--- src/rtl/nibble_logic_sequencer.sv ---
// Multi-cycle WIDTH-bit bitwise logic controller that drives an external SLICE-bit
// logic unit one slice per cycle, LSB slice first, and assembles the full result.
module nibble_logic_sequencer #(
  parameter int WIDTH = 32,
  parameter int SLICE = 4
) (
  input  logic             clk_i,
  input  logic             rst_ni,
  input  logic             start_i,
  input  logic [1:0]       op_i,
  input  logic [WIDTH-1:0] a_i,
  input  logic [WIDTH-1:0] b_i,
  output logic             busy_o,
  output logic             done_o,
  output logic [WIDTH-1:0] result_o,
  output logic             zero_o,
  output logic [SLICE-1:0] slice_a_o,
  output logic [SLICE-1:0] slice_b_o,
  output logic [1:0]       slice_op_o,
  input  logic [SLICE-1:0] slice_r_i,
  output logic [1:0]       state_o
);

  // WIDTH must be a whole multiple of SLICE; N is not meant to be overridden.
  localparam int N  = WIDTH / SLICE;
  localparam int IW = (N > 1) ? $clog2(N) : 1;
  localparam logic [IW-1:0] LAST_IDX = IW'(N - 1);

  typedef enum logic [1:0] {
    S_IDLE = 2'd0,
    S_RUN  = 2'd1,
    S_DONE = 2'd2
  } state_e;

  state_e           state_q, state_d;
  logic [IW-1:0]    idx_q, idx_d;
  logic [WIDTH-1:0] a_q, a_d;
  logic [WIDTH-1:0] b_q, b_d;
  logic [1:0]       op_q, op_d;
  logic [WIDTH-1:0] result_q, result_d;
  logic             zero_q, zero_d;

  // Handshake: start_i is a level sampled at every rising edge; it is accepted only in
  // IDLE or DONE (never queued during RUN), and done_o is a one-cycle result-valid pulse.
  always_comb begin
    state_d    = state_q;
    idx_d      = idx_q;
    a_d        = a_q;
    b_d        = b_q;
    op_d       = op_q;
    result_d   = result_q;
    zero_d     = zero_q;
    busy_o     = 1'b0;
    done_o     = 1'b0;
    slice_a_o  = '0;
    slice_b_o  = '0;
    slice_op_o = '0;
    case (state_q)
      S_IDLE, S_DONE: begin
        done_o = (state_q == S_DONE);
        if (start_i) begin
          a_d     = a_i;
          b_d     = b_i;
          op_d    = op_i;
          idx_d   = '0;
          state_d = S_RUN;
        end else begin
          state_d = S_IDLE;
        end
      end
      S_RUN: begin
        busy_o     = 1'b1;
        slice_a_o  = a_q[idx_q*SLICE +: SLICE];
        slice_b_o  = b_q[idx_q*SLICE +: SLICE];
        slice_op_o = op_q;
        result_d[idx_q*SLICE +: SLICE] = slice_r_i;
        if (idx_q == LAST_IDX) begin
          // Zero flag looks at the result including the slice captured on this edge.
          idx_d   = '0;
          zero_d  = (result_d == '0);
          state_d = S_DONE;
        end else begin
          idx_d = idx_q + 1'b1;
        end
      end
      default: state_d = S_IDLE;
    endcase
  end

  always_ff @(posedge clk_i or negedge rst_ni) begin
    if (!rst_ni) begin
      state_q  <= S_IDLE;
      idx_q    <= '0;
      a_q      <= '0;
      b_q      <= '0;
      op_q     <= '0;
      result_q <= '0;
      zero_q   <= 1'b0;
    end else begin
      state_q  <= state_d;
      idx_q    <= idx_d;
      a_q      <= a_d;
      b_q      <= b_d;
      op_q     <= op_d;
      result_q <= result_d;
      zero_q   <= zero_d;
    end
  end

  assign result_o = result_q;
  assign zero_o   = zero_q;
  assign state_o  = state_q;

endmodule

--- config.mk ---
export PLATFORM = sky130hd
export DESIGN_NAME = nibble_logic_sequencer
export DESIGN_NICKNAME = d
export VERILOG_FILES = /design/src/rtl/nibble_logic_sequencer.sv
export SDC_FILE = /design/constraint.sdc
export NUM_CORES = 1
export LEC_CHECK = 0
export BUFFER_PORTS_ARGS = -buffer_cell sky130_fd_sc_hd__buf_2
export CORE_MARGIN = 2
export CORE_UTILIZATION = 54
export DETAILED_ROUTE_END_ITERATION = 10
export GPL_ROUTABILITY_DRIVEN = 0
export PLACE_DENSITY = 0.9
export SYNTH_ARGS = -nofsm -noshare
export SYNTH_HDL_FRONTEND = slang
export SYNTH_SLANG_ARGS = --single-unit
--- constraint.sdc ---
create_clock -name clk_i -period 4.4 [get_ports clk_i]
set_input_delay 0.44 -clock clk_i [delete_from_list [all_inputs] [get_ports clk_i]]
set_output_delay 0.44 -clock clk_i [all_outputs]
set_load 0.01 [all_outputs]
==> impl_metrics.yaml <==
logic_synthesis:
  ys_warn_count: 0
  yosys_register_bits: 104
  syn-mean-instance-area_um2: 13.2
  async_flop_share_pct: 100
  synthFlopType: "dfrtp_1"
  netlist_instances: 381
  ys_seq_area_share_pct: 51.7
  synth_edf_count: 0
  synth.distinct_cells: 45
  synth_area_mm2: 0.00503
  synth_fp_nets: 462
power:
  p_sw_w: 0.00164
  p_sw_share_pct: 36.8
  p_clk_share_pct: 15.5
  power.density_mw_per_mm2: 747
  seqPwrFrac_pct: 37.6
  ir_worst_vdd_mv: 0.388
  power.static_leakage_nw: 2.77
  internal-power_w: 0.00281
  p_comb_share_pct: 46.9
worst_hold_path:
  hp-class: "in2async"
clock_network:
  cts_tree: "built"
  clk_latency_ns: 0.37
  post_cts_buffers: 0
  clk_pin_slew_ns: 0.11
  cts.path.max_buffers: 2
  cts_resized: 0
  cts_sinks: 104
  numCtsBuffers: 9
  cts-root-buf: "clkbuf_8"
  ctsHoldBuffers: 0
  htree_num_levels: 3
global_route:
  first_global_vias: 3693
  antenna_found_initial: 0
  grtUsageTotal_pct: 23.3
  grt_max_degree: 76
  grt_overflow: 0
  grt_pass1_wl_mm: 18.3
layout:
  syn_to_final_growth_pct: 18.2
  final_cells: 608
  final_area_mm2: 0.00595
  n_antenna_cell: 0
  final_cell_mix: "buf_2, dfrtp_1, mux2_2"
  multi_input_area_mm2: 0.00229
  seq_area_mm2: 0.00260
  drive_gt1_share_pct: 51.9
  layout_commonest_cell: "buf_2"
  fillCellCount: 676
  final_nets: 573
routing:
  initialDrtViolationCount: 147
  first_pass_iters: 4
  drc: 0
  wl_mm: 11.0
  drtAntennaViolNets: 0
  wl_per_cell_um: 18.1
  viasPerCell: 5.78
  num_vias: 3515
critical_path:
  cp_max_fo: 16
  max_stage_delay_ns: 0.66
  critPathCaptureType: "flop"
  r2r.worst_path.cells: 7
  worstReg2RegStart: "idx_q[2]$_DFFE_PN0P_"
  cp-startpoint: "idx_q[2]$_DFFE_PN0P_"
  setup.worst_path.class: "reg2reg"
  cp.required_ns: 4.69
  crit_chain: "clkinv_1, ha_1, or3b_4, nor3_4, mux2i_1, or4_1, o31ai_2"
  start_kind: "flop"
  arrival_ns: 3.36
  crit_slowest_cell: "dfrtp_1"
die:
  ioPinCount: 120
  core_area_mm2: 0.00915
  die_area_mm2: 0.0101
  rows: 35
  die_h_um: 101
  die_x_um: 101
  start_util_pct: 55.0
sta:
  rsz0062_at_grt: "no"
  final_max_slew_viol_count: 0
  setup_viol: 0
  fmax_ghz: 0.326
  whs_ns: 0.183
  final.setup.tns_ns: 0
  timing.final.ws_setup_ns: 1.33
  layout_min_cycle_time_ns: 3.07
  finClkSkew_ns: 0.0118
  max_slew_margin_pct: 27.5
  worst_pin_slew_ns: 1.09
  post-route-period-util_pct: 69.7
  hold_viol: 0
place:
  dp_slack_ns: 1.37
  dpl.hpwl_mm: 8.15
  place_inst: 592
  place.port_buffers: 119
  place_area_mm2: 0.00571
run_status:
  outcome: "finished, final reports clean"
flow_run:
  cap_violations: 0
-- state kept, by name, summed over array words and instances (netlist names) --
register and count:
a_q 32, op_q 2, result_o 32, b_q 32, state_o 2, zero_o 1
idx_q 3
-- worst paths after layout --
| kind | end | slack, ns |
|---|---|---|
| worst max register to register | zero_o$_DFFE_PN0P_ | 1.33 |
| max in group asynchronous | idx_q[1]$_DFFE_PN0P_ | 3.24 |
| worst min-delay path | result_o[22]$_DFFE_PN0P_ | 0.18 |
| worst max-delay path | zero_o$_DFFE_PN0P_ | 1.33 |
| min in group clk_i | op_q[0]$_DFFE_PN0P_ | 0.29 |
| worst min register to register | b_q[13]$_DFFE_PN0P_ | 0.51 |
-- power groups by stage --
stage / clock network, W / logic [W] / registers [W]
2_1_floorplan: 0 / 0.00148 / 0.00167
3_3_place_gp: 0 / 0.00204 / 0.00166
3_5_place_dp: 0 / 0.00209 / 0.00169
4_1_cts: 0.000702 / 0.00210 / 0.00167
5_1_grt: 0.000735 / 0.00228 / 0.00173
6_report: 0.000689 / 0.00208 / 0.00167
-- stage by stage --
stage               power [W]  util (%)
floorplan             0.00315         -
global placement      0.00369      62.4
detailed placement    0.00379      62.4
CTS                   0.00448      65.0
global route          0.00474      65.0
finish                0.00445      65.0
-- final cells by class --
| class | instances | share of cell area (%) |
|---|---|---|
| flip-flops and latches | 104 | 43.7 |
| multi-input cells | 242 | 38.6 |
| repair buffers | 124 | 10.7 |
| well taps | 111 | 2.33 |
| clock buffers | 9 | 2.08 |
| clock inverters | 7 | 1.89 |
| inverters | 11 | 0.694 |
-- layer usage --
metal | vias up | part of all wire, % | GRT usage, %
li1 | 1607 | - | -
met1 | 1777 | 41 | 29.7
met2 | 121 | 51 | 39.9
met3 | 10 | 6.8 | 5.48
met4 | 0 | 0.99 | 6.53
met5 | - | 0 | 0
-- cell usage after synthesis (all sizes together), types with 2 or more instances --
| master | count | area share, % |
|---|---|---|
| nor2 | 9 | 0.67 |
| o2111ai | 2 | 0.35 |
| nor4b | 2 | 0.35 |
| a21o | 2 | 0.30 |
| nor3b | 5 | 0.75 |
| o21ai | 8 | 0.80 |
| or3 | 3 | 0.37 |
| and2 | 15 | 1.9 |
| mux2 | 97 | 22 |
| dfrtp | 104 | 52 |
| o41ai | 3 | 0.52 |
| or4 | 2 | 0.30 |
| mux2i | 2 | 0.40 |
| inv | 10 | 0.75 |
| ha | 8 | 2.0 |
| nand3 | 7 | 0.70 |
| a21oi | 12 | 1.2 |
| nand2 | 21 | 1.6 |
| buf | 6 | 0.70 |
| nor2b | 4 | 0.50 |
| nor4 | 3 | 0.37 |
| clkbuf | 18 | 1.3 |
| o31ai | 3 | 0.55 |
| nor3 | 5 | 0.82 |
| mux4 | 16 | 7.2 |
-- worst max-delay path, delay by kind of cell, from the launching register on --
family / cells / cell delay, ns
fa+ha+maj: 1 / 0.53
buf+inv: 1 / 0.38
compound gates: 1 / 0.23
flops: 1 / 0.66
mux: 1 / 0.09
simple gates: 3 / 1.11
-- cell families (layout without fill, tap and decap cells) --
logic type	Yosys count	after routing	share of synthesized area, %
AO/OA/AOI/OAI	37	37	4.92
multiplexers	115	115	29.3
buffers and inverters	35	151	2.86
flip-flops	104	104	51.7
adder cells (fa/ha/maj)	8	8	1.99
AND/OR/NAND/NOR	82	82	9.27
Note: power is estimated with default switching activity, not from simulation.
